### src/rtl/decoder38_seq.sv
// Sequenced 3-to-8 decoder. Codes arrive over valid/ready into a small FIFO
// and are replayed as one-hot words, each held for HOLD cycles while en is
// high. Dropping en aborts the word being driven but leaves the queue intact.
module decoder38_seq #(
    parameter int DEPTH = 4,
    parameter int HOLD  = 1
) (
    input  logic                     clk,
    input  logic                     rst,
    input  logic                     en,
    input  logic                     in_valid,
    input  logic [2:0]               in,
    output logic                     in_ready,
    output logic [7:0]               out,
    output logic                     out_valid,
    output logic [$clog2(DEPTH):0]   count,
    output logic                     busy
);

    localparam int AW = $clog2(DEPTH);
    localparam int HW = (HOLD > 1) ? $clog2(HOLD) : 1;
    localparam logic [HW-1:0] HOLD_LAST = HW'(HOLD - 1);
    localparam logic [AW:0]   FULL      = (AW + 1)'(DEPTH);

    typedef enum logic {IDLE, DRIVE} state_t;

    state_t          state, state_nxt;
    logic [2:0]      mem [DEPTH];
    logic [AW-1:0]   wr_ptr, rd_ptr;
    logic [HW-1:0]   hold_cnt, hold_nxt;
    logic [7:0]      out_nxt;
    logic            out_valid_nxt;
    logic            push, pop;
    logic [2:0]      head;

    // Ready comes only from the registered occupancy, so a full FIFO refuses
    // a push even when the FSM pops in the same cycle.
    assign in_ready = (count != FULL);
    assign push     = in_valid && in_ready;
    assign head     = mem[rd_ptr];
    assign busy     = out_valid | (count != '0);

    // Storage array; contents need no reset since count gates every read.
    always_ff @(posedge clk) begin
        if (push) mem[wr_ptr] <= in;
    end

    // Pointer and occupancy bookkeeping; pointers wrap naturally at DEPTH.
    always_ff @(posedge clk) begin
        if (rst) begin
            wr_ptr <= '0;
            rd_ptr <= '0;
            count  <= '0;
        end else begin
            if (push) wr_ptr <= wr_ptr + 1'b1;
            if (pop)  rd_ptr <= rd_ptr + 1'b1;
            case ({push, pop})
                2'b10:   count <= count + 1'b1;
                2'b01:   count <= count - 1'b1;
                default: count <= count;
            endcase
        end
    end

    // Output FSM next-state: load a word from IDLE, hold it, then either
    // chain straight into the next queued code or fall back to IDLE.
    always_comb begin
        state_nxt     = state;
        hold_nxt      = hold_cnt;
        out_nxt       = out;
        out_valid_nxt = out_valid;
        pop           = 1'b0;
        case (state)
            IDLE: begin
                out_nxt       = 8'h00;
                out_valid_nxt = 1'b0;
                if (en && count != '0) begin
                    pop           = 1'b1;
                    out_nxt       = 8'b1 << head;
                    out_valid_nxt = 1'b1;
                    hold_nxt      = HOLD_LAST;
                    state_nxt     = DRIVE;
                end
            end
            DRIVE: begin
                if (!en) begin
                    out_nxt       = 8'h00;
                    out_valid_nxt = 1'b0;
                    hold_nxt      = '0;
                    state_nxt     = IDLE;
                end else if (hold_cnt != '0) begin
                    hold_nxt = hold_cnt - 1'b1;
                end else if (count != '0) begin
                    pop      = 1'b1;
                    out_nxt  = 8'b1 << head;
                    hold_nxt = HOLD_LAST;
                end else begin
                    out_nxt       = 8'h00;
                    out_valid_nxt = 1'b0;
                    state_nxt     = IDLE;
                end
            end
            default: begin
                out_nxt       = 8'h00;
                out_valid_nxt = 1'b0;
                hold_nxt      = '0;
                state_nxt     = IDLE;
            end
        endcase
    end

    // Output FSM registers; out is registered so it never glitches.
    always_ff @(posedge clk) begin
        if (rst) begin
            state     <= IDLE;
            hold_cnt  <= '0;
            out       <= 8'h00;
            out_valid <= 1'b0;
        end else begin
            state     <= state_nxt;
            hold_cnt  <= hold_nxt;
            out       <= out_nxt;
            out_valid <= out_valid_nxt;
        end
    end

endmodule
### config.mk
export PLATFORM = sky130hd
export DESIGN_NAME = decoder38_seq
export DESIGN_NICKNAME = d
export VERILOG_FILES = /design/src/rtl/decoder38_seq.sv
export SDC_FILE = /design/constraint.sdc
export NUM_CORES = 1
export LEC_CHECK = 0
export BUFFER_PORTS_ARGS = -buffer_cell sky130_fd_sc_hd__buf_2
export CAP_MARGIN = 20
export CORE_MARGIN = 10
export CORE_UTILIZATION = 53
export CTS_CLUSTER_DIAMETER = 150
export CTS_CLUSTER_SIZE = 20
export DETAILED_ROUTE_END_ITERATION = 16
export PLACE_DENSITY_LB_ADDON = 0.2
export SKIP_CTS_REPAIR_TIMING = 1
export SYNTH_ARGS = -nofsm -noshare
export SYNTH_HDL_FRONTEND = slang
export SYNTH_SLANG_ARGS = --single-unit
### constraint.sdc
create_clock -name clk -period 2.4 [get_ports clk]
set_input_delay 0.12 -clock clk [delete_from_list [all_inputs] [get_ports clk]]
set_output_delay 0.12 -clock clk [all_outputs]
set_load 0.1 [all_outputs]
-- Yosys cells after proc, flatten, opt, wreduce, memory -nomap -nowiden
Memories as Yosys holds them, arrays and structs flattened. A register that Yosys moved wholly into a read port is not among the register bits.
Index checks and enable logic that the tools add are counted.
- register bits: 18
- bits in latches: 0
- memory bits (writable): 12
- ROM bits: 0
- bits of input ports: 7
- output and inout port bits: 14
- logic and storage cells: 53
- memories kept: 1
- memory list (memory ; words ; width ; rd ports ; clocked after memory_dff ; write ports ; line ; RTL):
    mem ; 4 ; 3 ; 1 ; 1 ; 1 ; 28 ; logic [2:0] mem [DEPTH];
- add/subtract/negate cells: 5
- multipliers: 0
- div/mod/pow operators: 0
- order comparisons: 0
- equal/unequal tests: 6
- shift operators: 1
- multiplexer cells: 26
- bitwise gates (word level): 2
- reductions and logical operators: 5
- operators by type and width (cell ; number):
    2-to-1 mux 8 bit ; 4
    one-hot mux 8 bit (2 select lines) ; 1
    2-to-1 mux 1 bit ; 14
    != test 3 bit, second input constant ; 3
    one-hot mux 1 bit (2 select lines) ; 4
    << shifter 1 x 3 -> 8 bit, first input constant ; 1
    one-hot mux 3 bit (2 select lines) ; 1
    adder 2 x 1 -> 2 bit, second input constant ; 2
    2-to-1 mux 2 bit ; 2
    adder 3 x 1 -> 3 bit, second input constant ; 1
    nonzero test 3 bit ; 1
    subtractor 3 x 1 -> 3 bit, second input constant ; 1
    equality test 2 x 1 -> 1 bit, second input constant ; 1
    equality test 2 bit, second input constant ; 1
    logical AND 1 bit ; 2
    != test 2 bit, second input constant ; 1
    AND reduction 2 bit ; 1
    nonzero test 2 bit ; 1
    inverter 1 bit ; 1
    bitwise OR 1 bit ; 1
    subtractor 1 bit, second input constant ; 1

-- Longest topological paths before layout
- depth in word-level cells: 7
- mapped depth: 9
- depth with buffers taken out: 8

-- Least setup slack after synthesis
OpenSTA, ideal clock, no wires.
- path type: register -> register
- start: register count[2]
- end: register count[2]
- library setup time: 0.071 ns
- arrival: 3.376 ns
- data required time: 2.329 ns
- path slack: -1.047 ns
- stages on the path, launching flop included: 10
- buffers on the path: 1
- clock period less this slack: 3.447 ns
- cells stage by stage: dfxtp_1 > or3b_1 > clkbuf_1 > nand2_1 > ha_1 > inv_1 > fa_1 > xor2_1 > or3_1 > a21oi_1
- elaborated cells on any way between the ends: 15
- classes of those cells: 2 x add/sub; 3 x eq/ne; 6 x mux; 4 x reduce/logical
- RTL lines (item ; line ; RTL):
    from (decl) ; 16 ; output logic [$clog2(DEPTH):0] count,
    from (signal assigned) ; 58 ; 2'b10: count <= count + 1'b1;
    from (signal assigned) ; 59 ; 2'b01: count <= count - 1'b1;
    from (signal assigned) ; 60 ; default: count <= count;
    != test 3 bit (*) ; 38 ; assign in_ready = (count != FULL);
    named net in_ready ; 13 ; output logic in_ready,
    logical AND 1 bit (*) ; 39 ; assign push = in_valid && in_ready;
    equality test 2 x 1 -> 1 bit / equality test 2 bit (equally long branches) ; 57 ; case ({push, pop})
    one-hot mux 3 bit (2 select lines) / nonzero test 2 bit (equally long branches) ; - ;
Mark *: on every way through the listed nets, which the timed path passes. The rest lies on a longest branch.
A chain may end at the register's enable or synchronous reset.

-- Worst setup path after layout
- start: register count[0]
- end: register count[2]
- word-level cells in the longest chain between the ends: 7
- elaborated cells on any way between the ends: 15
- classes of those cells: 2 x add/sub; 3 x eq/ne; 6 x mux; 4 x reduce/logical
- RTL lines (item ; line ; RTL):
    nonzero test 3 bit ; 77, 93 ;
    2-to-1 mux 1 bit ; 93 ; end else if (count != '0) begin
    2-to-1 mux 1 bit ; 91 ; end else if (hold_cnt != '0) begin
    2-to-1 mux 1 bit ; 86 ; if (!en) begin
    one-hot mux 1 bit (2 select lines) ; 73 ; case (state)
    equality test 2 x 1 -> 1 bit / equality test 2 bit (equally long branches) ; 57 ;
    one-hot mux 3 bit (2 select lines) / nonzero test 2 bit (equally long branches) ; - ;
Several ways; a longest one is shown, not always the timed one.

==> metrics.md <==
| Metric | Value |
|---|---|
| H-Tree Depth | 2 |
| Final Util | 0.6736 |
| Largest net degree at the start of global routing | 13 |
| GR Overflow Total | 0 |
| Max-cap violations | 0 |
| Fin crit share | 0.8757 |
| Full die area | 0.004540 mm^2 |
| Synth Area in XOR/XNOR | 0.02944 |
| Vias | 747 |
| Post-Route Setup TNS | 0 ns |
| Vias per cell | 4.914 |
| Final Hold Vio Count | 0 |
| # diodes | 0 |
| Worst-path clk slew | 0.09 ns |
| Placed cell count | 141 |
| Syn Area/Cell | 12.53 um^2 |
| RSZ-0062 raised after global routing | false |
| Sw Share | 0.4376 |
| Largest family of logic cells by synthesized area | simple AND/OR/NAND/NOR gates |
| Core Area | 0.002170 mm^2 |
| Root buf cell | clkbuf_4 |
| # clock sinks | 31 |
| Initial antenna violation count | 0 |
| DP HPWL | 1563 um |
| Worst hold margin | 0.09891 ns |
| R2R depth | 8 |
| Cell Rows | 17 |
| Startpoint types | register |
| Die Wd | 67.38 um |
| Routability cong. | 0.6796 |
| Mux cell area share after synthesis | 0.05994 |
| Post-synthesis sequential area ratio | 0.6225 |
| Top cells by area, synth | dfxtp_1, edfxtp_1, ha_1 |
| Post-route DRC | 0 |
| Netlist cell types | 29 |
| Initial Util | 0.5484 |
| Clock Tree Buf Depth | 2 |
| RR Startpoint | count[0] |
| Final Max Tran Viols | 0 |
| Arr. time, crit path | 2.36 ns |
| Crit path time final | 2.102 ns |
| Fin nets | 136 |
| Switching Power | 0.0008319 W |
| Compound-gate portion of the synthesized area | 0.04732 |
| Clock Skew | 0.002765 ns |
| Clk Latency, worst-skew pair | 0.33 ns |
| Max Fclk | 475.8 MHz |
| IO Count | 21 |
| Final std cells w/o fill | 152 |
| Post-route setup slack | 0.2983 ns |
| Post-Synth Simple-Gate Area | 0.1430 |
| First-pass GRT wire length | 3532 um |
| Share of total power in combinational logic | 0.429 |
| Hold depth | 2 |
| Data required time at the worst endpoint | 2.66 ns |
| Share of cells above drive strength 1 | 0.3065 |
| DR iter-0 viols | 22 |
| Routed wire per std cell | 13.39 um |
| Yosys top cell by area | dfxtp_1 |
| IO Port Bufs | 20 |
| 1st-pass router iterations | 4 |
| Actual slew at the worst max-slew pin | 0.4906 ns |
| Setup violators final | 0 |
| Hold EP | count[2] |
| Critical path class | register to register |
| Pwr/cell area | 1301 mW/mm^2 |
| Vias in the first global route | 819 |
| Syn nets | 108 |
| Synth warnings | 0 |
| Yosys top cell area share | 0.3197 |
| HP Start | rst |
| CP Capture Type | register |
| Crit Path Max Fanout | 10 |
| GRT Overall Usage | 0.1040 |
| Syn Inst Count | 95 |
| Status | finished clean |
| R2r setup slk | 0.30 ns |
| Max_slew headroom | 0.6752 |
| CTS tree | done |
| Post-synthesis adder-cell area fraction | 0.06940 |
| Final wirelength | 2035 um |
| Post-synthesis register bit count | 31 |
| Placement Setup Slack | 0.3232 ns |
| Internal | 0.001069 W |
| P&R area growth vs syn | 22.82% |
| TritonCTS buffer count | 5 |
| Reg-to-reg endpoint | count[2] |
| Flop pwr share | 0.370 |
| Power share of the clock group | 0.202 |
| Leakage power | 0.6101 nW |
| Max IR drop VDD | 1.160 mV |
| Hold Crit Class | input pin to register |
| DRT antenna net count | 0 |
| Die extent in y | 67.38 um |
| Post-Syn Area | 0.001190 mm^2 |
[flip-flops by register name, indices dropped and copies added (netlist names), named ones only]
name / flops
mem: 12
out: 8
count: 3
rd_ptr: 2
wr_ptr: 2
out_valid: 1
state: 1
[Yosys cell counts]
library cell   n
a21o_1         2
a21oi_1        4
and3_1         4
buf_1          1
clkbuf_1       2
dfxtp_1       19
edfxtp_1      12
fa_1           1
ha_1           5
inv_1          6
mux4_1         1
mux4_2         2
nand2_1        2
nand2b_1       2
nand3_1        2
nand3b_1       1
nor2_1        15
nor2b_1        1
nor3_1         1
o21ai_0        1
o311ai_0       1
o31ai_1        1
or2_1          1
or3_1          1
or3_4          1
or3b_1         1
or4_1          1
xnor2_1        1
xor2_1         3
[worst max-delay path, cell delays in order, from the launching register on]
cell and delay (ns):
dfxtp_4 0.37, or3b_4 0.46, nand2_4 0.10, ha_4 0.13, inv_1 0.05, fa_2 0.33, xor2_1 0.16, or3_1 0.30
a21oi_1 0.13
[worst max path at each step]
stage | from | end | slack (ns) | cells past startpoint
3_3_place_gp | count[0] | count[2] | 0.35 | 8
2_1_floorplan | count[2] | count[2] | 0.008 | 9
6_report | count[0] | count[2] | 0.30 | 8
4_1_cts | count[0] | count[2] | 0.29 | 8
3_5_place_dp | count[0] | count[2] | 0.32 | 8
5_1_grt | count[0] | count[2] | 0.18 | 8
[final cells by class]
| type | instances | area (um^2) |
|---|---|---|
| Timing Repair Buffer | 24 | 137.6 |
| Clock inverter | 3 | 38.79 |
| Fill cell | 174 | 708.2 |
| Inverter | 6 | 22.52 |
| Sequential cell | 31 | 749.5 |
| Multi-Input combinational cell | 55 | 440.4 |
| Clock buffer | 5 | 37.54 |
| Tap cell | 28 | 35.03 |
[power groups by stage]
| stage | Sequential (W) | Clock [W] | Combinational, W |
|---|---|---|---|
| 3_5_place_dp | 0.000716 | 0 | 0.000815 |
| 2_1_floorplan | 0.000939 | 0 | 0.000471 |
| 6_report | 0.000702 | 0.000384 | 0.000815 |
| 3_3_place_gp | 0.000709 | 0 | 0.000805 |
| 4_1_cts | 0.000703 | 0.000397 | 0.000819 |
| 5_1_grt | 0.000722 | 0.000421 | 0.000873 |
[per-layer routing]
metal	up-vias	track usage	wire, um
met1	336	0.1065	832
met5	-	0	0
li1	385	-	-
met4	0	0.07692	46
met3	5	0.04793	194
met2	21	0.1647	962
[per-stage QoR]
step	power [W]	area, um^2
after floorplan	0.001410	1245
after global placement	0.001515	1355
after detailed placement	0.001530	1355
after CTS	0.001919	1431
after global routing	0.002016	1461
final	0.001901	1461
[cell families (layout without fill, tap and decap cells)]
kind of cell / after synthesis / in the layout
adder cells (fa/ha/maj): 6 / 6
AO/OA/AOI/OAI: 9 / 9
flip-flops: 31 / 31
buffers and inverters: 9 / 38
XOR/XNOR: 4 / 4
AND/OR/NAND/NOR: 33 / 33
multiplexers: 3 / 3
[layout by cell type (no fill, tap or decap), types with 2 or more instances in the layout]
cell / netlist / routed
xor2_1: 3 / 3
dlygate4sd3_1: 0 / 3
edfxtp_1: 12 / 12
clkbuf_4: 0 / 5
dfxtp_4: 0 / 2
mux4_2: 2 / 2
buf_2: 0 / 20
nor2_1: 15 / 15
nand3_1: 2 / 2
nand2b_1: 2 / 2
a21o_1: 2 / 2
ha_1: 5 / 4
a21oi_1: 4 / 4
inv_1: 6 / 6
and3_1: 4 / 4
dfxtp_1: 19 / 16
(Power assumes the default switching activity.)
